===== src/rtl/instr_fetch_cache_pkg.sv =====
// Shared encodings for the instruction fetch stage: scheduler states, fetcher states
// and a saturating counter helper.
package instr_fetch_cache_pkg;

  localparam logic [3:0] CORE_FETCH  = 4'b0001;
  localparam logic [3:0] CORE_DECODE = 4'b0010;

  typedef enum logic [2:0] {
    StIdle     = 3'b000,
    StFetching = 3'b001,
    StFetched  = 3'b010
  } fetch_state_e;

  function automatic logic [15:0] sat_inc(input logic [15:0] value);
    return (value == 16'hFFFF) ? value : value + 16'd1;
  endfunction

endpackage


===== src/rtl/icache_store.sv =====
// Direct-mapped instruction cache storage: valid/tag/data arrays with a combinational
// lookup port, one write port and a flash invalidate.
module icache_store #(
  parameter int unsigned ADDR_BITS   = 8,
  parameter int unsigned DATA_BITS   = 16,
  parameter int unsigned CACHE_LINES = 8,
  localparam int unsigned INDEX_BITS = $clog2(CACHE_LINES),
  localparam int unsigned TAG_BITS   = ADDR_BITS - INDEX_BITS
) (
  input  logic                  clk,
  input  logic                  reset,
  input  logic [INDEX_BITS-1:0] lookup_idx,
  input  logic [TAG_BITS-1:0]   lookup_tag,
  output logic                  lookup_hit,
  output logic [DATA_BITS-1:0]  lookup_data,
  input  logic                  we,
  input  logic [INDEX_BITS-1:0] wr_idx,
  input  logic [TAG_BITS-1:0]   wr_tag,
  input  logic [DATA_BITS-1:0]  wr_data,
  input  logic                  invalidate
);

  logic [CACHE_LINES-1:0] valid_q;
  logic [TAG_BITS-1:0]    tag_q  [CACHE_LINES];
  logic [DATA_BITS-1:0]   data_q [CACHE_LINES];

  // Invalidate wins over a coincident fill so the filled line stays invalid.
  always_ff @(posedge clk) begin
    if (reset) begin
      valid_q <= '0;
    end else if (invalidate) begin
      valid_q <= '0;
    end else if (we) begin
      valid_q[wr_idx] <= 1'b1;
    end
  end

  always_ff @(posedge clk) begin
    if (we) begin
      tag_q[wr_idx]  <= wr_tag;
      data_q[wr_idx] <= wr_data;
    end
  end

  assign lookup_hit  = valid_q[lookup_idx] && (tag_q[lookup_idx] == lookup_tag);
  assign lookup_data = data_q[lookup_idx];

endmodule


===== src/rtl/instr_fetch_cache.sv =====
// Instruction fetch stage: looks up the PC in a direct-mapped cache on FETCH, fills from
// program memory over a valid/ready read on a miss, and hands the instruction to decode.
module instr_fetch_cache
  import instr_fetch_cache_pkg::*;
#(
  parameter int unsigned ADDR_BITS   = 8,
  parameter int unsigned DATA_BITS   = 16,
  parameter int unsigned CACHE_LINES = 8
) (
  input  logic                 clk,
  input  logic                 reset,
  input  logic [3:0]           core_state,
  input  logic [ADDR_BITS-1:0] current_pc,
  input  logic                 invalidate,
  output logic                 mem_read_valid,
  output logic [ADDR_BITS-1:0] mem_read_address,
  input  logic                 mem_read_ready,
  input  logic [DATA_BITS-1:0] mem_read_data,
  output logic [2:0]           fetcher_state,
  output logic [DATA_BITS-1:0] instruction,
  output logic [15:0]          hit_count,
  output logic [15:0]          miss_count
);

  localparam int unsigned INDEX_BITS = $clog2(CACHE_LINES);
  localparam int unsigned TAG_BITS   = ADDR_BITS - INDEX_BITS;

  fetch_state_e state_q, state_d;

  logic                 req_valid_q, req_valid_d;
  logic [ADDR_BITS-1:0] req_addr_q, req_addr_d;
  logic [DATA_BITS-1:0] instr_q, instr_d;
  logic [15:0]          hit_q, hit_d;
  logic [15:0]          miss_q, miss_d;

  logic                 lookup_hit;
  logic [DATA_BITS-1:0] lookup_data;
  logic                 fill_we;

  logic is_fetch;
  logic is_decode;
  assign is_fetch  = (core_state == CORE_FETCH);
  assign is_decode = (core_state == CORE_DECODE);

  icache_store #(
    .ADDR_BITS  (ADDR_BITS),
    .DATA_BITS  (DATA_BITS),
    .CACHE_LINES(CACHE_LINES)
  ) u_store (
    .clk        (clk),
    .reset      (reset),
    .lookup_idx (current_pc[INDEX_BITS-1:0]),
    .lookup_tag (current_pc[ADDR_BITS-1:INDEX_BITS]),
    .lookup_hit (lookup_hit),
    .lookup_data(lookup_data),
    .we         (fill_we),
    .wr_idx     (req_addr_q[INDEX_BITS-1:0]),
    .wr_tag     (req_addr_q[ADDR_BITS-1:INDEX_BITS]),
    .wr_data    (mem_read_data),
    .invalidate (invalidate)
  );

  // State register.
  always_ff @(posedge clk) begin
    if (reset) begin
      state_q <= StIdle;
    end else begin
      state_q <= state_d;
    end
  end

  // Next-state logic.
  always_comb begin
    state_d = state_q;
    case (state_q)
      StIdle: begin
        if (is_fetch) begin
          state_d = lookup_hit ? StFetched : StFetching;
        end
      end
      StFetching: begin
        if (mem_read_ready) begin
          state_d = StFetched;
        end
      end
      StFetched: begin
        if (is_decode) begin
          state_d = StIdle;
        end
      end
      default: state_d = StIdle;
    endcase
  end

  // Output next-values; every output is registered below.
  always_comb begin
    req_valid_d = req_valid_q;
    req_addr_d  = req_addr_q;
    instr_d     = instr_q;
    hit_d       = hit_q;
    miss_d      = miss_q;
    fill_we     = 1'b0;
    case (state_q)
      StIdle: begin
        if (is_fetch) begin
          if (lookup_hit) begin
            instr_d = lookup_data;
            hit_d   = sat_inc(hit_q);
          end else begin
            req_valid_d = 1'b1;
            req_addr_d  = current_pc;
            miss_d      = sat_inc(miss_q);
          end
        end
      end
      StFetching: begin
        if (mem_read_ready) begin
          instr_d     = mem_read_data;
          req_valid_d = 1'b0;
          fill_we     = 1'b1;
        end
      end
      default: ;
    endcase
  end

  always_ff @(posedge clk) begin
    if (reset) begin
      req_valid_q <= 1'b0;
      req_addr_q  <= '0;
      instr_q     <= '0;
      hit_q       <= '0;
      miss_q      <= '0;
    end else begin
      req_valid_q <= req_valid_d;
      req_addr_q  <= req_addr_d;
      instr_q     <= instr_d;
      hit_q       <= hit_d;
      miss_q      <= miss_d;
    end
  end

  assign mem_read_valid   = req_valid_q;
  assign mem_read_address = req_addr_q;
  assign fetcher_state    = state_q;
  assign instruction      = instr_q;
  assign hit_count        = hit_q;
  assign miss_count       = miss_q;

endmodule


===== config.mk =====
export PLATFORM = sky130hd
export DESIGN_NAME = instr_fetch_cache
export DESIGN_NICKNAME = d
export VERILOG_FILES = /design/src/rtl/instr_fetch_cache_pkg.sv /design/src/rtl/icache_store.sv /design/src/rtl/instr_fetch_cache.sv
export SDC_FILE = /design/constraint.sdc
export NUM_CORES = 1
export LEC_CHECK = 0
export ABC_CLOCK_PERIOD_IN_PS = 9600
export BUFFER_PORTS_ARGS = -buffer_cell sky130_fd_sc_hd__buf_2
export CORE_MARGIN = 4
export CORE_UTILIZATION = 63
export DETAILED_ROUTE_END_ITERATION = 16
export PLACE_DENSITY_LB_ADDON = 0.1
export SYNTH_ARGS = -nofsm -noshare
export SYNTH_HDL_FRONTEND = slang
export SYNTH_SLANG_ARGS = --single-unit

===== constraint.sdc =====
create_clock -name clk -period 9.6 [get_ports clk]
set_clock_uncertainty 0.15 [all_clocks]
set_input_delay 1.92 -clock clk [delete_from_list [all_inputs] [get_ports clk]]
set_output_delay 1.92 -clock clk [all_outputs]
set_load 0.005 [all_outputs]

==> results.rst <==
.. list-table::
   :header-rows: 1

   * - Metric
     - Value
   * - Transition time of the tightest slew-check pin
     - between 1 and 1.5 ns
   * - Final total negative setup slack
     - 0 ns
   * - Sequential element share of the synthesized area
     - between 60% and 70%
   * - Largest net degree at the start of global routing
     - between 70 and 80
   * - Critical path data required time
     - approximately 9.9 ns
   * - Warning count from the yosys run
     - 0
   * - Count of input and output buffers
     - 90
   * - Proportion of layout cells with a drive suffix above 1
     - about 28%
   * - Routed via count
     - around 5,800
   * - Outcome
     - finished, final reports clean
   * - Initial core utilization
     - between 60% and 70%
   * - Flip-flop cell with the highest count after synthesis
     - sky130_fd_sc_hd__edfxtp_1
   * - Critical Path AT
     - roughly 5.6 ns
   * - Wire length of the first global-routing pass
     - 31.7 mm
   * - Number of setup violations in the final report
     - 0
   * - Standard cell area after detailed placement
     - 0.0103 sq mm
   * - Count of flip-flops with a built-in enable after synthesis
     - roughly 170
   * - Clock Tree Root
     - sky130_fd_sc_hd__clkbuf_16
   * - Cell chain of the critical path
     - buf_2, buf_4, mux4_2, mux2i_1, xor2_1, o211ai_1, or3_1, nor4_1, mux2_2
   * - Crit Path Category
     - input port to flip-flop
   * - Total power consumption of the routed design
     - approximately 0.002 W
   * - Die Span X
     - 132 um
   * - Synth async-reset ratio
     - 0%
   * - Highest-delay cell along the critical path
     - sky130_fd_sc_hd__or3_1
   * - Congestion Overflow GR
     - 0
   * - Detailed Routing Iterations Pass 1
     - 5
   * - Detailed-placement wirelength estimate
     - about 11 mm
   * - Number of instances in the synthesized netlist
     - 656
   * - Number of standard-cell rows in the floorplan
     - 45
   * - Area of all placed cells without fillers
     - 0.0111 sq mm
   * - Maximum clock frequency
     - around 190 MHz
   * - Post-CTS Resized
     - 0
   * - Area of the core region
     - between 0.015 and 0.02 sq mm
   * - Largest buffer count on any clock path
     - 3
   * - Final ANT Viol Nets
     - 0
   * - Max-cap check violation count
     - 0
   * - Area of the mapped netlist
     - slightly below 0.01 sq mm
   * - Total Die Area
     - roughly 0.017 sq mm
   * - Tightest hold margin
     - around 0.31 ns
   * - Final net count
     - around 770
   * - WL per Instance
     - approximately 21 um
   * - LEAKAGE
     - about 4 nW
   * - Type of origin of the critical path
     - input port
   * - Area added between synthesis and finish
     - 14.3%
   * - Antenna violations before repair
     - 0
   * - Clock transition at the registers of the reported paths
     - about 0.06 ns
   * - Final critical path time including I/O delays and setup
     - 5.38 ns
   * - Cell variety after synth
     - 45
   * - Largest fanout on the critical path
     - 37
   * - Portion of the clock cycle consumed by the worst path in the final layout
     - 56.0%
   * - RSZ-0062 raised after global routing
     - no
   * - Worst slew margin
     - a little under 20%
   * - Number of buffers inserted during clock tree synthesis
     - 23
   * - Cts-stage hold buffer count
     - 0
   * - Avg Cell Area, Syn
     - ~15 sq um
   * - Routed wire length
     - around 20 mm
   * - TritonCTS clock tree
     - done
   * - Total routing usage reported by global routing
     - between 20% and 30%
   * - H-tree levels
     - 1
   * - Largest stage delay on the critical path
     - between 0.6 and 0.7 ns
   * - Kind of capture point of the worst setup path
     - flip-flop
   * - Post-route DRC violation count
     - 0
   * - Average vias per placed instance
     - 6.15
   * - Number of nets produced by synthesis
     - between 600 and 700
   * - Number of max-slew violations in the final report
     - 0
   * - Type of the tightest min-delay check
     - flip-flop to flip-flop
   * - Power Density
     - around 190 mW/mm^2
   * - Hold Violations, Final
     - 0
   * - First DRT Iteration DRCs
     - about 410
   * - Via count of the first global-routing pass
     - approximately 5,700
   * - CTS Sinks
     - roughly 240
   * - Worst-Skew Late Latency
     - around 0.53 ns
   * - Post-CTS setup-driven buffer insertion count
     - 0
   * - Diode count
     - 0
   * - I/O pin total
     - about 90
   * - Die height
     - 132 um
   * - Number of fill cells in the layout
     - roughly 960
   * - Number of storage elements in the synthesis netlist
     - between 200 and 250
   * - Peak ir drop on the vdd network
     - between 0.00015 and 0.0002 V
   * - Final estimated routing congestion in global placement
     - 0.780
## Yosys cell counts, drive strengths merged (8+ instances only)
cell type / n / area (sq um)
nor2: 37 / 139
nand2b: 8 / 50.1
nand2: 31 / 116
nand3: 29 / 145
edfxtp: 168 / 5040
or4: 10 / 75.1
nor3: 11 / 55.1
mux2i: 38 / 380
a21bo: 16 / 160
nor2b: 17 / 106
buf: 15 / 92.6
o21a: 8 / 60.1
a21oi: 34 / 170
mux4: 40 / 901
clkbuf: 25 / 93.8
o21ai: 22 / 110
mux2: 16 / 180
dfxtp: 67 / 1340
o31ai: 12 / 95.1
## placed cells by master, fill, tap and decap left out, types with 5 or more instances in the layout
master | netlist | layout
sky130_fd_sc_hd__a21bo_2 | 16 | 16
sky130_fd_sc_hd__a21oi_1 | 34 | 34
sky130_fd_sc_hd__buf_2 | 8 | 90
sky130_fd_sc_hd__buf_4 | 3 | 9
sky130_fd_sc_hd__clkbuf_1 | 25 | 5
sky130_fd_sc_hd__clkbuf_16 | 0 | 23
sky130_fd_sc_hd__clkinv_1 | 0 | 7
sky130_fd_sc_hd__dfxtp_1 | 67 | 67
sky130_fd_sc_hd__edfxtp_1 | 168 | 168
sky130_fd_sc_hd__mux2_2 | 16 | 16
sky130_fd_sc_hd__mux2i_1 | 38 | 38
sky130_fd_sc_hd__mux4_2 | 40 | 40
sky130_fd_sc_hd__nand2_1 | 31 | 31
sky130_fd_sc_hd__nand2b_1 | 8 | 8
sky130_fd_sc_hd__nand3_1 | 29 | 29
sky130_fd_sc_hd__nand4_1 | 5 | 5
sky130_fd_sc_hd__nor2_1 | 37 | 30
sky130_fd_sc_hd__nor2_4 | 0 | 6
sky130_fd_sc_hd__nor2b_1 | 17 | 17
sky130_fd_sc_hd__nor3_1 | 11 | 9
sky130_fd_sc_hd__nor4_1 | 7 | 7
sky130_fd_sc_hd__o21a_1 | 8 | 8
sky130_fd_sc_hd__o21ai_0 | 21 | 21
sky130_fd_sc_hd__o31ai_1 | 11 | 10
sky130_fd_sc_hd__or3_1 | 7 | 7
sky130_fd_sc_hd__or4_1 | 10 | 10
## per-layer routing
metal,wire length (um),part of all wire [%],GRT usage (%)
met1,8210,41,31.7
met5,0,0,0
met2,10000,51,38.8
met4,342,1.7,5.13
met3,1220,6.2,3.66
## flip-flops by register name, summed over array words and instances, names as in the netlist
register / count
hit_count: 16
mem_read_address: 8
mem_read_valid: 1
fetcher_state: 2
instruction: 16
miss_count: 16
u_store.valid_q: 8
u_store.tag_q: 40
u_store.data_q: 128
## worst max-delay path: cells and delay by family
family / cells / cell delay [ns]
buffers and inverters: 2 / 1.04
xor gates and xnor gates: 1 / 0.16
muxes: 3 / 1.14
AOI/OAI and AO/OA: 1 / 0.22
and+or+nand+nor: 2 / 1.10
## kinds of logic after synthesis
group / Yosys count / synth area share [%]
other cells: 1 / 0.0387
fa+ha+maj: 2 / 0.259
buf+inv: 44 / 2.08
flops: 235 / 66.0
compound gates: 100 / 6.81
xor+xnor: 4 / 0.362
simple gates: 176 / 9.36
mux: 94 / 15.1
## per-stage QoR
| stage | instances | util (%) | setup slack (ns) |
|---|---|---|---|
| after global routing | 944 | 73.1 | 3.99 |
| after detailed placement | 903 | 68.2 | 3.67 |
| after CTS | 944 | 73.1 | 4.21 |
| after floorplan | 656 | - | 5.10 |
| final | 944 | 73.1 | 4.22 |
| after global placement | 903 | 68.2 | 3.78 |
## power by group
group	switching (W)	internal [W]
Sequential	0.00000245	0.00109
Clock	0.000366	0.000522
Combinational	0.0000486	0.0000319
## final timing paths
check	startpoint	to	slack, ns	cells past startpoint
max	current_pc[0]	hit_count[8]	4.22	9
max reg2reg	u_store.tag_q[6][0]	hit_count[8]	6.44	7
min	u_store.valid_q[6]	u_store.valid_q[6]	0.31	1
min reg2reg	u_store.valid_q[6]	u_store.valid_q[6]	0.31	1
## layout make-up
cell class	count	area [sq um]	area share [%]
Sequential cell	235	6390	57.7
Multi-Input combinational cell	377	3170	28.7
Clock buffer	28	594	5.37
Tap cell	188	235	2.13
Inverter	4	15.0	0.136
Clock inverter	13	146	1.32
Timing Repair Buffer	99	518	4.68
Power figures use the tool's default switching activity.
